[config.mk]
export PLATFORM = sky130hd
export DESIGN_NAME = text_buffer_uart_writer
export DESIGN_NICKNAME = d
export VERILOG_FILES = /design/src/rtl/text_buffer_pkg.sv /design/src/rtl/uart_rx_core.sv /design/src/rtl/text_buffer_uart_writer.sv
export SDC_FILE = /design/constraint.sdc
export NUM_CORES = 1
export LEC_CHECK = 0
export ABC_CLOCK_PERIOD_IN_PS = 2950
export CAP_MARGIN = 40
export CELL_PAD_IN_SITES_DETAIL_PLACEMENT = 0
export CELL_PAD_IN_SITES_GLOBAL_PLACEMENT = 2
export CORE_MARGIN = 4
export CORE_UTILIZATION = 40
export CTS_CLUSTER_DIAMETER = 30
export DETAILED_ROUTE_END_ITERATION = 12
export PLACE_DENSITY = 0.77
export SETUP_SLACK_MARGIN = 0.15
export SYNTH_ARGS = -nofsm -noshare
export SYNTH_HDL_FRONTEND = slang
export SYNTH_HIERARCHICAL = 1
export SYNTH_SLANG_ARGS = --single-unit
[constraint.sdc]
create_clock -name clk -period 2.95 [get_ports clk]
set_clock_uncertainty 0.05 [all_clocks]
set_input_delay 0.59 -clock clk [delete_from_list [all_inputs] [get_ports clk]]
set_output_delay 0.59 -clock clk [all_outputs]
set_load 0.02 [all_outputs]
[src/rtl/text_buffer_pkg.sv]
// Shared constants and rx FSM state type for the UART-fed text buffer.
package text_buffer_pkg;

    localparam logic [7:0] ASCII_SPACE     = 8'h20;
    localparam logic [7:0] ASCII_BS        = 8'h08;
    localparam logic [7:0] ASCII_CR        = 8'h0D;
    localparam logic [7:0] ASCII_FF        = 8'h0C;
    localparam logic [7:0] ASCII_MAX_PRINT = 8'h7E;

    typedef enum logic [2:0] {
        IDLE,
        START,
        DATA,
        STOP,
        WAIT_IDLE
    } rx_state_e;

    function automatic logic is_printable(input logic [7:0] b);
        return (b >= ASCII_SPACE) && (b <= ASCII_MAX_PRINT);
    endfunction

endpackage

[src/rtl/uart_rx_core.sv]
// 8N1 UART receiver: 2-flop synchronizer, falling-edge start detect, bit timer and FSM.
// commit/commit_byte are combinational on the stop-sample cycle so the buffer lands with rx_valid.
module uart_rx_core
    import text_buffer_pkg::*;
#(
    parameter int CLKS_PER_BIT = 218
) (
    input  logic       clk,
    input  logic       rst_n,
    input  logic       rx,
    output logic       commit,
    output logic [7:0] commit_byte,
    output logic       rx_valid,
    output logic [7:0] rx_byte,
    output logic       frame_err
);

    localparam int CNT_W = $clog2(CLKS_PER_BIT + 1);
    localparam logic [CNT_W-1:0] HALF_BIT = CNT_W'(CLKS_PER_BIT / 2);
    localparam logic [CNT_W-1:0] FULL_BIT = CNT_W'(CLKS_PER_BIT);
    localparam logic [CNT_W-1:0] CNT_ONE  = CNT_W'(1);

    logic             sync1_q, sync2_q, prev_q;
    rx_state_e        state_q, state_d;
    logic [CNT_W-1:0] cnt_q, cnt_d;
    logic [2:0]       bit_q, bit_d;
    logic [7:0]       shift_q, shift_d;
    logic             valid_q, valid_d;
    logic [7:0]       byte_q, byte_d;
    logic             ferr_q, ferr_d;

    logic fall;
    logic tick;

    assign fall = prev_q & ~sync2_q;
    assign tick = (cnt_q == CNT_ONE);

    always_comb begin
        state_d     = state_q;
        cnt_d       = cnt_q;
        bit_d       = bit_q;
        shift_d     = shift_q;
        valid_d     = 1'b0;
        byte_d      = byte_q;
        ferr_d      = 1'b0;
        commit      = 1'b0;
        commit_byte = shift_q;

        if (state_q != IDLE && state_q != WAIT_IDLE && !tick) begin
            cnt_d = cnt_q - CNT_ONE;
        end

        case (state_q)
            IDLE: begin
                if (fall) begin
                    cnt_d   = HALF_BIT;
                    state_d = START;
                end
            end
            START: begin
                if (tick) begin
                    if (!sync2_q) begin
                        cnt_d   = FULL_BIT;
                        bit_d   = 3'd0;
                        state_d = DATA;
                    end else begin
                        state_d = IDLE;
                    end
                end
            end
            DATA: begin
                if (tick) begin
                    shift_d = {sync2_q, shift_q[7:1]};
                    cnt_d   = FULL_BIT;
                    if (bit_q == 3'd7) begin
                        state_d = STOP;
                    end else begin
                        bit_d = bit_q + 3'd1;
                    end
                end
            end
            STOP: begin
                if (tick) begin
                    if (sync2_q) begin
                        commit  = 1'b1;
                        valid_d = 1'b1;
                        byte_d  = shift_q;
                        state_d = IDLE;
                    end else begin
                        ferr_d  = 1'b1;
                        state_d = WAIT_IDLE;
                    end
                end
            end
            WAIT_IDLE: begin
                if (sync2_q) begin
                    state_d = IDLE;
                end
            end
            default: state_d = IDLE;
        endcase
    end

    always_ff @(posedge clk or negedge rst_n) begin
        if (!rst_n) begin
            sync1_q <= 1'b1;
            sync2_q <= 1'b1;
            prev_q  <= 1'b1;
            state_q <= IDLE;
            cnt_q   <= '0;
            bit_q   <= '0;
            shift_q <= '0;
            valid_q <= 1'b0;
            byte_q  <= '0;
            ferr_q  <= 1'b0;
        end else begin
            sync1_q <= rx;
            sync2_q <= sync1_q;
            prev_q  <= sync2_q;
            state_q <= state_d;
            cnt_q   <= cnt_d;
            bit_q   <= bit_d;
            shift_q <= shift_d;
            valid_q <= valid_d;
            byte_q  <= byte_d;
            ferr_q  <= ferr_d;
        end
    end

    assign rx_valid  = valid_q;
    assign rx_byte   = byte_q;
    assign frame_err = ferr_q;

endmodule

[src/rtl/text_buffer_uart_writer.sv]
// UART-written character buffer read combinationally by the VGA text renderer.
// Define DOUBLE_BUFFER_EN for a back buffer copied to the displayed buffer on frame_start.
module text_buffer_uart_writer
    import text_buffer_pkg::*;
#(
    parameter int CLKS_PER_BIT = 218,
    parameter int N_CHARS      = 32
) (
    input  logic                       clk,
    input  logic                       rst_n,
    input  logic                       rx,
    input  logic                       frame_start,
    input  logic [$clog2(N_CHARS)-1:0] rd_col,
    output logic [7:0]                 rd_char,
    output logic [$clog2(N_CHARS)-1:0] cursor,
    output logic                       rx_valid,
    output logic [7:0]                 rx_byte,
    output logic                       frame_err
);

    localparam int CW = $clog2(N_CHARS);
    localparam logic [CW-1:0] CUR_ONE = CW'(1);

    logic       commit;
    logic [7:0] commit_byte;

    uart_rx_core #(
        .CLKS_PER_BIT(CLKS_PER_BIT)
    ) u_rx (
        .clk        (clk),
        .rst_n      (rst_n),
        .rx         (rx),
        .commit     (commit),
        .commit_byte(commit_byte),
        .rx_valid   (rx_valid),
        .rx_byte    (rx_byte),
        .frame_err  (frame_err)
    );

    logic [7:0]    cell_q [N_CHARS];
    logic [7:0]    cell_d [N_CHARS];
    logic [CW-1:0] cursor_q, cursor_d;
    logic [CW-1:0] cursor_prev;

    assign cursor_prev = cursor_q - CUR_ONE;

    always_comb begin
        cell_d   = cell_q;
        cursor_d = cursor_q;
        if (commit) begin
            if (is_printable(commit_byte)) begin
                cell_d[cursor_q] = commit_byte;
                cursor_d         = cursor_q + CUR_ONE;
            end else if (commit_byte == ASCII_CR) begin
                cursor_d = '0;
            end else if (commit_byte == ASCII_BS) begin
                if (cursor_q != '0) begin
                    cursor_d            = cursor_prev;
                    cell_d[cursor_prev] = ASCII_SPACE;
                end
            end else if (commit_byte == ASCII_FF) begin
                for (int unsigned i = 0; i < N_CHARS; i++) begin
                    cell_d[i] = ASCII_SPACE;
                end
                cursor_d = '0;
            end
        end
    end

    always_ff @(posedge clk or negedge rst_n) begin
        if (!rst_n) begin
            for (int unsigned i = 0; i < N_CHARS; i++) begin
                cell_q[i] <= ASCII_SPACE;
            end
            cursor_q <= '0;
        end else begin
            cell_q   <= cell_d;
            cursor_q <= cursor_d;
        end
    end

    assign cursor = cursor_q;

`ifdef DOUBLE_BUFFER_EN
    logic [7:0] front_q [N_CHARS];
    logic [7:0] front_d [N_CHARS];

    // Copy from cell_d, not cell_q, so a commit on the frame_start cycle is included.
    always_comb begin
        front_d = front_q;
        if (frame_start) begin
            front_d = cell_d;
        end
    end

    always_ff @(posedge clk or negedge rst_n) begin
        if (!rst_n) begin
            for (int unsigned i = 0; i < N_CHARS; i++) begin
                front_q[i] <= ASCII_SPACE;
            end
        end else begin
            front_q <= front_d;
        end
    end

    assign rd_char = front_q[rd_col];
`else
    logic frame_start_unused;
    assign frame_start_unused = frame_start;

    assign rd_char = cell_q[rd_col];
`endif

endmodule

Word-level counts from Yosys, hierarchy flattened
Cells that the tools add are included.
{ "totals": {"regBits": 296, "inputBits": 9} }
{ "op_classes": {"n_eq_ne": 21, "order_cmp": 7, "n_reduce_logical": 18, "muxes": 44, "addsub": 4, "bitwise": 8} }
{ "ops": {"columns": ["operator", "n"], "rows": [
  ["two-way mux 256 bit", 5],
  ["bitwise mux 256 bit", 1],
  ["AND 224 bit", 1],
  ["inverter 224 bit", 1],
  ["demux 8 bit (select 5 bit)", 2],
  ["two-way mux 8 bit", 9],
  ["binary-select mux 8 bit (select 5 bit)", 1],
  ["two-way mux 3 bit", 11],
  ["OR 32 bit", 1],
  ["two-way mux 5 bit", 5],
  ["== test 8 x 4 -> 1 bit (second input constant)", 3],
  ["case mux 8 bit (3 select lines)", 1],
  ["greater-or-equal comparator 6 bit (second input constant)", 3],
  ["inverter 5 -> 6 bit", 3],
  ["case mux 3 bit (5 select lines)", 1],
  ["less-than comparator 6 x 1 -> 1 bit (second input constant)", 2],
  ["inequality test 2 x 1 -> 1 bit (second input constant)", 6],
  ["== test 8 x 1 -> 1 bit (second input constant)", 1],
  ["greater-or-equal comparator 8 x 6 -> 1 bit (second input constant)", 1],
  ["less-or-equal comparator 8 x 7 -> 1 bit (second input constant)", 1],
  ["subtractor 8 x 1 -> 8 bit (second input constant)", 1],
  ["== test 3 x 2 -> 1 bit (second input constant)", 2],
  ["== test 3 bit (second input constant)", 2],
  ["two-way mux 1 bit", 6],
  ["other kinds (24)", 32]
]} }

Longest topological paths before layout
Gate-level depths: netlist of the first run.
{ "depth": {"word_depth": 12, "ltp_mapped": 12, "depth_no_buf": 9} }

Cells and area by module
Netlist of the first run, hierarchy kept.
{ "by_module_without_submodules": {"columns": ["mod", "area_each_um2", "n_inst", "cells_per_inst"], "rows": [
  ["text_buffer_uart_writer", 13016.2, 1, 1029],
  ["uart_rx_core", 1601.5, 1, 124]
]} }

Worst setup path before layout of the first run
OpenSTA, ideal clock, no wires.
{ "synth_path": {"path_kind": "register to register", "start": "register u_rx.cnt_q[1]", "end": "register cursor_q[3] (netlist: cursor[3])", "t_required_ns": 2.778, "setup_time_ns": 0.122, "period_less_slack_ns": 3.070, "arrival_time_ns": 2.898, "setup_slack_ns": -0.120, "stages_incl_launch_ff": 13, "cell_sequence": "dfrtp_1 inv_1 ha_1 nor3b_2 and2_1 and3_1 buf_6 clkbuf_1 clkbuf_1 nand3_1 o2bb2ai_1 o21ai_0 a32o_1"} }
{ "synth_via": {"elab_chain_len": 4} }
{ "synth_lines": {"columns": ["item", "line_no", "source"], "rows": [
  ["start, declared", "uart_rx_core.sv:25", "logic [CNT_W-1:0] cnt_q, cnt_d;"],
  ["start signal, assigned", "uart_rx_core.sv:121", "cnt_q <= cnt_d;"],
  ["== test 8 x 1 -> 1 bit", "uart_rx_core.sv:36", "assign tick = (cnt_q == CNT_ONE);"],
  ["two-way mux 1 bit", "uart_rx_core.sv:83", "if (tick) begin"],
  ["two-way mux 1 bit", "uart_rx_core.sv:53", "case (state_q)"],
  ["net commit", "text_buffer_uart_writer.sv:24", "logic commit;"],
  ["AND reduction 3 bit (no source line)", null, null],
  ["end signal, assigned", "text_buffer_uart_writer.sv:78", "cursor_q <= cursor_d;"],
  ["end, declared", "text_buffer_uart_writer.sv:42", "logic [CW-1:0] cursor_q, cursor_d;"]
]} }
The timed path passes the listed nets, and every way through them passes these cells.
A chain may end at the register's enable or synchronous reset.

Worst setup path after layout of the first run
{ "layout_path": {"start": "input port rd_col[0]", "end": "output port rd_char[3]"} }
{ "layout_via": {"elab_chain_len": 4} }
{ "layout_lines": {"columns": ["item", "line_no", "source"], "rows": [
  ["start, declared", "text_buffer_uart_writer.sv:13", "input logic [$clog2(N_CHARS)-1:0] rd_col,"],
  ["inverter 5 -> 6 bit (not written as such)", "text_buffer_uart_writer.sv:111", "assign rd_char = cell_q[rd_col];"],
  ["binary-select mux 8 bit (select 5 bit)", "text_buffer_uart_writer.sv:111", null],
  ["two-way mux 8 bit (not written as such) (2 in a row)", "text_buffer_uart_writer.sv:111", null],
  ["end, declared", "text_buffer_uart_writer.sv:14", "output logic [7:0] rd_char,"]
]} }
No other way between the ends. The select of a mux whose other input is x is not followed.

==> metrics, run 1 <==
status=complete, no violations; worst hold path type=reg2reg; most common cell in the netlist=dfrtp_1; P_leak=about 8.1 nW; Hold Path End=u_rx/sync2_q; Avg WL per Cell=25.71 um; DRT Pass-1 Iters=5; asr flop ratio synth=100.0%; global-route wire length before repair=71210 um; GP Congestion=0.9413; hold_sp=u_rx/sync1_q; clk root buf=clkbuf_16; Worst-Skew Late Latency=0.58 ns; sequential-to-total area share from yosys stat=50.97%; setup violators final=0; fillers=3009; PortBufs=30; DP HPWL=29260 um; crit path kind=in2out; cell count of the worst hold path=0; vias per inst=6.137; residual DRC count=0; critical path peak fanout=6; Cell Count, Final, Fillers Out=approximately 1800; CTS tree=yes; RSZ-0062 raised after global routing=yes; smallest hold slack=0.3153 ns; initial antenna violation count=0; Critical Path RT=2.31 ns; Mapped Nets=1173; Fmax=346.5 MHz; Power Dens Cells=693.9 nW/um^2; share of layout cells above drive strength 1=33.46%; CP max-delay cell=mux4_2; GRT Residual Overflow=0; most common cell type on the critical path=buf_4; ANT cells=0; total routed wirelength=45820 um; CP arrival=approximately 2.3 ns; top routing layer in use=met4; period utilisation layout=97.83%; Yosys cell types=77; Max Buffers Root-to-Sink=3; Tot GR Track Use=23.62%; Cell Chain, Critical Path=buf_16 > buf_12 > buf_6 > mux4_2 > mux2i_1 > buf_4 > a22o_1 > a221oi_2 > buf_4; DR iter-0 viols=982; Post-Syn Area=between 10000 and 15000 um^2; Synth Flop Type=dfrtp_1; CTS Sinks=296; wire length on met3=about 2700 um; Clock transition at path regs=0.04 ns; row count=69; Slew @ Worst Pin=around 0.74 ns; Seq cells post-synth=296; die width=199.2 um; core region area=35830 um^2; die footprint=39670 um^2; Slew HR=50.61%; total CTS buffers=72; vias post-DR=between 10000 and 15000; worst r2r src=cursor[1]; worst ir drop on vdd=0.0004214 V; Startpoint Class=primary input; Worst path top cell family by delay=buffers and inverters; CTS HTree Levels=3; DIE HEIGHT=199.2 um; M1 WL=between 20000 and 25000 um; R2R Path End=cell_q[7]; crit end category=output port; max-cap viol count=0; synthesized instance count=roughly 1200; Synth area leader=dfrtp_1; post-synth top area share=44.68%; Tmin final=between 2 and 3 ns; worst setup margin=0.06410 ns; Starting Density=40.80%; Worst R2R Path Depth=7; Layout Utilization=between 50% and 60%; met2 WL=approximately 21000 um; Mapped Avg Cell Area=12.68 um^2; Post-synth top cells=dfrtp_1 (261), a22o_1 (77), clkbuf_1 (74), a32o_1 (73), mux4_2 (64); critical path buffer and inverter count=5; Hold Vio Cnt, Final=0; Post-Place Setup Slack=-0.4423 ns; # IOs=32; area delta synth->final=29.60%; placed cells=1634; Post-DRT Antenna Nets=0; fin nets=1282; worst reg-to-reg setup slack=just over 0.3 ns; EDFF count, synth=0; Slew Limit Fails=0; Area contributors post-synth=dfrtp_1 (45%), mux4_2 (9.9%), dfstp_2 (6.3%), a32o_1 (5.0%), a22o_1 (4.6%); vias in the first global route=11470; largest net degree at the start of global routing=between 80 and 90; synthesis warning total=6; CP peak stage delay=roughly 0.32 ns
==> logic make-up (layout without fill, tap and decap cells) <==
logic type | Yosys count | after routing | share of synthesized area [%]
AOI/OAI and AO/OA | 350 | 350 | 20.44
xor gates and xnor gates | 2 | 2 | 0.1199
adders and majority gates | 11 | 11 | 0.9415
buffers and inverters | 155 | 323 | 4.537
DFF | 296 | 296 | 50.97
muxes | 119 | 119 | 13.81
and+or+nand+nor | 220 | 220 | 9.184
==> where the power goes <==
| group | leakage (nW) | switching, mW | internal (mW) | total [mW] |
|---|---|---|---|---|
| sequential | 3.99 | 0.112 | 4.15 | 4.26 |
| combinational | 2.87 | 0.340 | 0.309 | 0.649 |
| clock | 1.26 | 2.51 | 5.73 | 8.24 |
| total | 8.12 | 2.96 | 10.2 | 13.1 |
==> through the flow <==
step                total power, mW  setup TNS [ns]  area, um^2
finish                        13.14               0       18940
global route                  13.58               0       18940
CTS                           13.28               0       18850
detailed placement            4.934          -3.251       16050
global placement              4.926          -3.138       16050
floorplan                     4.683               0       14690
==> layout by cell type (no fill, tap or decap), types with 9 or more instances in the layout <==
master / instances
o2bb2ai_1: 48
or3_1: 12
a22o_1: 73
dfstp_2: 35
a32o_1: 73
clkinv_2: 13
nor2b_1: 13
nor2_1: 20
nand2_1: 33
ha_1: 11
clkbuf_16: 74
a32oi_1: 19
buf_12: 18
a21oi_1: 37
mux2i_1: 27
mux4_2: 64
mux2_2: 21
inv_1: 37
nand3_1: 26
nor3_1: 11
buf_4: 106
and3_1: 9
dfrtp_1: 261
clkbuf_8: 10
bufinv_16: 10
clkdlybuf4s50_1: 18
and2_1: 48
o21ai_0: 14
==> sequential cells by signal, indices dropped and copies added, names as in the netlist <==
signal	flops
u_rx/sync1_q	1
u_rx/state_q	3
u_rx/commit_byte	8
u_rx/rx_valid	1
u_rx/sync2_q	1
u_rx/cnt_q	8
u_rx/rx_byte	8
u_rx/prev_q	1
u_rx/bit_q	3
cell_q	256
cursor	5
u_rx/frame_err	1
==> routing by layer <==
metal	global-route usage [%]	vias up
met3	4.687	100
met5	0	-
met2	36.80	376
met4	9.549	0
met1	32.68	5693
li1	-	4768
==> how the worst max path moves through the flow <==
stage	startpoint	to	slack (ns)	cells after the start
2_1_floorplan	u_rx/cnt_q[1]	cell_q[200]	0.18	12
3_3_place_gp	rd_col[0]	rd_char[3]	-0.42	7
3_5_place_dp	rd_col[0]	rd_char[1]	-0.44	8
4_1_cts	cell_q[233]	rd_char[1]	0.04	6
5_1_grt	cell_q[141]	rd_char[5]	0.02	6
6_report	rd_col[0]	rd_char[3]	0.06	9
==> timing repair <==
action	4_1_cts	5_1_grt
setup buffers	4	7
hold buffers	1	0
resized for setup	65	10
cloned	3	0
endpoints found under the hold margin	6	0
pin swaps	5	2
endpoints found under the setup margin	19	86
==> final cells by class <==
type / instances / area [um^2] / share of cell area [%]
Clock buffer: 92 / 2019 / 10.66
Clock inverter: 41 / 550.5 / 2.906
Inverter: 37 / 138.9 / 0.7331
Multi-Input combinational cell: 702 / 6688 / 35.30
Sequential cell: 296 / 7451 / 39.33
Tap cell: 461 / 576.8 / 3.045
Timing Repair Buffer: 153 / 1520 / 8.025
Power figures use the tool's default switching activity.
==> run 2: changes to the inputs <==
--- a/config.mk
+++ b/config.mk
@@ -11,7 +11,7 @@
 export CELL_PAD_IN_SITES_GLOBAL_PLACEMENT = 2
 export CORE_MARGIN = 4
 export CORE_UTILIZATION = 40
-export CTS_CLUSTER_DIAMETER = 30
+export CTS_CLUSTER_DIAMETER = 60
 export DETAILED_ROUTE_END_ITERATION = 12
 export PLACE_DENSITY = 0.77
 export SETUP_SLACK_MARGIN = 0.15
==> metrics, run 2 (synthesis results as in run 1) <==
vias per inst=6.213 (+1.2%); max FFs per register=256 (unchanged); DRT Pass-1 Iters=5 (unchanged); smallest hold slack=0.02145 ns (-0.2938 ns); ANT cells=0 (unchanged); largest net degree at the start of global routing=84 (unchanged); Switching Fraction=23.89% (+1.4 points); max-cap viol count=0 (unchanged); worst hold path type=in2async; Psw=2.191 mW (-26%); Slew HR=50.56% (about the same); Slew Limit Fails=0 (unchanged); vias post-DR=10610 (-3.0%); placed cells=1634 (unchanged); most frequent cells in the layout=dfrtp_1 (261), buf_4 (97), a22o_1 (74), a32o_1 (73), mux4_2 (64); Power Dens Cells=524.3 nW/um^2 (-24%); total CTS buffers=36 (-50%); fin nets=1241 (-3.2%); Cell Chain, Critical Path=buf_16 > buf_12 > mux4_2 > mux2i_1 > buf_4 > a22o_1 > a221oi_2 > buf_2; global-route wire length before repair=69700 um (-2.1%); Fmax=348.8 MHz (+0.66%); worst setup margin=0.08291 ns (+0.01881 ns); Int Power=6.981 mW (-31%); Biggest register=cell_q; GRT Residual Overflow=0 (unchanged); CP peak stage delay=0.52 ns (+0.20 ns); vias in the first global route=10910 (-4.9%); total power=9.172 mW (-30%); critical path peak fanout=9 (+3); DR iter-0 viols=981 (-0.10%); die footprint=39670 um^2 (unchanged); period utilisation layout=97.19% (-0.64 points); Starting Density=40.80% (unchanged); DIE HEIGHT=199.2 um (unchanged); Tot GR Track Use=23.06% (-0.56 points); CP arrival=2.23 ns (-0.02 ns); Slew @ Worst Pin=0.7416 ns (+0.0006554 ns); FF/Latch Area=7451 um^2 (unchanged); GP Congestion=0.9413 (unchanged); CTS Sinks=296 (unchanged); Post-Place Setup Slack=-0.4423 ns (unchanged); worst ir drop on vdd=0.0003713 V (-12%); setup violators final=0 (unchanged); initial antenna violation count=0 (unchanged); Worst-Skew Late Latency=0.53 ns (-0.05 ns); Max Buffers Root-to-Sink=3 (unchanged); die width=199.2 um (unchanged); CTS tree=yes; DP HPWL=29260 um (unchanged); Hold Vio Cnt, Final=0 (unchanged); CP max-delay cell=mux4_2; Startpoint Class=primary input; crit path kind=in2out; commonest non-fill, non-tap cell in the layout=dfrtp_1; row count=69 (unchanged); # IOs=32 (unchanged); clk root buf=clkbuf_16; total routed wirelength=44930 um (-1.9%); P_leak=7.407 nW (-8.8%); Cell Count, Final, Fillers Out=1708 (-4.2%); Clock transition at path regs=0.06 ns (+0.02 ns); RSZ-0062 raised after global routing=yes; core region area=35830 um^2 (unchanged); Post-DRT Antenna Nets=0 (unchanged); PortBufs=30 (unchanged); Worst path top cell family by delay=multiplexers; area delta synth->final=19.66%; CTS HTree Levels=2 (-1); Avg WL per Cell=26.31 um (+2.3%); fillers=3150 (+4.7%); Flop pwr share=46.3% (+14 points); hold-fix buffers at CTS=0 (-1); crit end category=output port; combinational share of power=7.0% (+2.1 points); clock power share=46.7% (-16 points); status=complete, no violations; share of layout cells above drive strength 1=29.83% (-3.6 points); Critical Path RT=2.31 ns (about the same); residual DRC count=0 (unchanged); critical path buffer and inverter count=4 (-1); multi-input combinational cell area=6681 um^2 (about the same); Tmin final=2.867 ns (-0.01881 ns); Final TNS setup=0 ns (unchanged)
-- run 2: final timing paths --
path,startpoint,end,slack [ns],cells past startpoint
min in group clk,u_rx/sync1_q,u_rx/sync2_q,0.30,0
max in group asynchronous,rst_n,cell_q[141],1.99,2
worst min-delay path,rst_n,cell_q[247],0.02,1
worst min register to register,u_rx/sync1_q,u_rx/sync2_q,0.30,0
worst max register to register,cursor[1],cell_q[23],0.26,8
worst max-delay path,rd_col[0],rd_char[6],0.08,8
-- run 2: metrics by stage --
| step | util (%) | instance area [um^2] |
|---|---|---|
| after floorplan | - | 14690 |
| after global placement | 44.80 | 16050 |
| after detailed placement | 44.80 | 16050 |
| after CTS | 48.70 | 17450 |
| after global routing | 48.82 | 17490 |
| final | 48.82 | 17490 |
-- run 2: area by class of cell --
type	count	area share, %
clock buffers	47	5.851
clock inverters	17	0.7439
inverters	37	0.7940
multi-input cells	702	38.20
flip-flops and latches	296	42.60
well taps	461	3.298
repair buffers	148	8.519
-- run 2: timing repair --
action	in CTS	in global routing
buffers inserted	5	2
resized for setup	67	8
endpoints found under the setup margin	16	95
pin swaps	4	1
gates cloned	3	0
-- run 2: metal layers --
layer	GRT usage [%]	vias up	share of wire (%)
li1	-	4655	-
met1	33.20	5562	45
met2	36.51	319	47
met3	3.102	76	5.1
met4	7.421	0	3.1
met5	0	-	0
-- run 2: power groups by stage --
stage	clock, mW	combinational [mW]	sequential (mW)
final	4.28	0.642	4.25
after global placement	0	0.608	4.32
after global routing	4.54	0.709	4.26
after detailed placement	0	0.616	4.32
after CTS	4.39	0.650	4.25
after floorplan	0	0.402	4.28
==> run 3: changes to the inputs <==
--- a/config.mk
+++ b/config.mk
@@ -11,7 +11,7 @@
 export CELL_PAD_IN_SITES_GLOBAL_PLACEMENT = 2
 export CORE_MARGIN = 4
 export CORE_UTILIZATION = 40
-export CTS_CLUSTER_DIAMETER = 60
+export CTS_CLUSTER_DIAMETER = 120
 export DETAILED_ROUTE_END_ITERATION = 12
 export PLACE_DENSITY = 0.77
 export SETUP_SLACK_MARGIN = 0.15
==> metrics, run 3 (synthesis results as in run 1) <==
clock power share=46.3% (-0.4 points); worst hold path type=in2async; residual DRC count=0 (unchanged); CP arrival=2.22 ns (about the same); Power Dens Cells=520.8 nW/um^2 (-0.67%); critical path peak fanout=9 (unchanged); status=complete, no violations; worst ir drop on vdd=0.0003723 V (+0.28%); fin nets=1239 (-0.16%); area delta synth->final=19.58% (about the same); Cell Count, Final, Fillers Out=1704 (-0.23%); Switching Fraction=23.58% (-0.31 points); total routed wirelength=44920 um (about the same); max-cap viol count=0 (unchanged); placed cells=1634 (unchanged); Final TNS setup=0 ns (unchanged); die footprint=39670 um^2 (unchanged); Avg WL per Cell=26.36 um (+0.19%); max FFs per register=256 (unchanged); Startpoint Class=primary input; Int Power=6.958 mW (-0.33%); clk root buf=clkbuf_16; fillers=3153 (+0.095%); worst setup margin=0.08991 ns (+0.006995 ns); # IOs=32 (unchanged); Clock transition at path regs=0.06 ns (about the same); CTS tree=yes; DR iter-0 viols=1025 (+4.5%); vias post-DR=10620 (+0.057%); Psw=2.147 mW (-2.0%); met2 global-route usage=36.65% (+0.14 points); ANT cells=0 (unchanged); Slew Limit Fails=0 (unchanged); design area=17480 um^2 (about the same); Starting Density=40.80% (unchanged); routing usage on met1=33.20% (about the same); total power=9.105 mW (-0.73%); Worst-Skew Late Latency=0.54 ns (about the same); global-route wire length before repair=69630 um (-0.11%); Slew HR=50.36% (-0.21 points); total CTS buffers=34 (-5.6%); commonest non-fill, non-tap cell in the layout=dfrtp_1; Post-Place Setup Slack=-0.4423 ns (unchanged); DIE HEIGHT=199.2 um (unchanged); core region area=35830 um^2 (unchanged); Slew @ Worst Pin=0.7390 ns (-0.002603 ns); CTS HTree Levels=2 (unchanged); Post-DRT Antenna Nets=0 (unchanged); row count=69 (unchanged); routing usage on met3=3.979% (+0.88 points); vias per inst=6.231 (+0.29%); most frequent cells in the layout=dfrtp_1 (261), buf_4 (99), a22o_1 (74), a32o_1 (73), mux4_2 (64); GP Congestion=0.9413 (unchanged); P_leak=7.393 nW (-0.19%); Biggest register=cell_q; Tmin final=2.860 ns (-0.006995 ns); CTS Sinks=296 (unchanged); Max Buffers Root-to-Sink=3 (unchanged); Placed Area=16050 um^2 (unchanged); crit end category=output port; GRT busiest layer=met2; initial antenna violation count=0 (unchanged); Hold Vio Cnt, Final=0 (unchanged); combinational share of power=7.1% (about the same); die width=199.2 um (unchanged); smallest hold slack=0.002336 ns (-0.01911 ns); Flop pwr share=46.6% (+0.3 points); vias in the first global route=10910 (-0.037%); Fmax=349.6 MHz (+0.24%); Tot GR Track Use=23.13% (+0.069 points); crit path kind=in2out; GRT Residual Overflow=0 (unchanged); RSZ-0062 raised after global routing=yes; period utilisation layout=96.95% (-0.24 points); Critical Path RT=2.31 ns (about the same); DRT Pass-1 Iters=5 (unchanged); DP HPWL=29260 um (unchanged); Layout Utilization=48.79% (about the same); share of layout cells above drive strength 1=29.53% (-0.31 points); PortBufs=30 (unchanged); largest net degree at the start of global routing=84 (unchanged); setup violators final=0 (unchanged)
## run 3: changes by cell type in the layout (fill, tap and decap cells not counted), moves of 2 or more
cell | before | now
buf_2 | 4 | 2
buf_4 | 97 | 99
clkinv_2 | 10 | 8
clkinv_4 | 3 | 1
## run 3: final cells by class
type / count / area [um^2] / share of cell area [%]
Clock buffer: 48 / 1027 / 5.876
Clock inverter: 12 / 93.84 / 0.5368
Inverter: 37 / 138.9 / 0.7945
Multi-Input combinational cell: 702 / 6690 / 38.27
Sequential cell: 296 / 7451 / 42.62
Tap cell: 461 / 576.8 / 3.300
Timing Repair Buffer: 148 / 1503 / 8.596
## run 3: layer usage
metal  routed length [um]  up-vias
met5                    0        -
li1                     -     4647
met1                20000     5531
met2                21150      370
met4                 1127        0
met3                 2644       70
## run 3: power groups by stage
stage | Clock [mW] | Combinational, mW | Sequential, mW
floorplan | 0 | 0.402 | 4.28
global placement | 0 | 0.608 | 4.32
detailed placement | 0 | 0.616 | 4.32
CTS | 4.32 | 0.645 | 4.25
global route | 4.48 | 0.711 | 4.26
finish | 4.21 | 0.644 | 4.25
## run 3: worst max-delay path: stages
cell and delay [ns]:
buf_16 0.14, buf_16 0.17, mux4_2 0.52, mux2i_1 0.17
buf_4 0.15, a22o_1 0.19, a221oi_2 0.07, buf_4 0.19
## run 3: final timing paths
check | from | slack, ns | cells past startpoint | endpoint
min in group clk | u_rx/sync1_q | 0.31 | 0 | u_rx/sync2_q
max in group asynchronous | rst_n | 2.01 | 2 | u_rx/sync2_q
worst min-delay path | rst_n | 0.002 | 1 | cell_q[255]
worst max-delay path | rd_col[0] | 0.09 | 8 | rd_char[6]
worst max register to register | cursor[1] | 0.26 | 8 | cell_q[23]
worst min register to register | u_rx/sync1_q | 0.31 | 0 | u_rx/sync2_q
## run 3: timing repair
action                     4_1_cts  5_1_grt
setup endpoints to repair       18       52
gates cloned                     3        0
hold endpoints to repair         0        0
pin swaps                        5        3
setup buffers                    2        5
hold buffers                     0        0
resized for setup               69       13
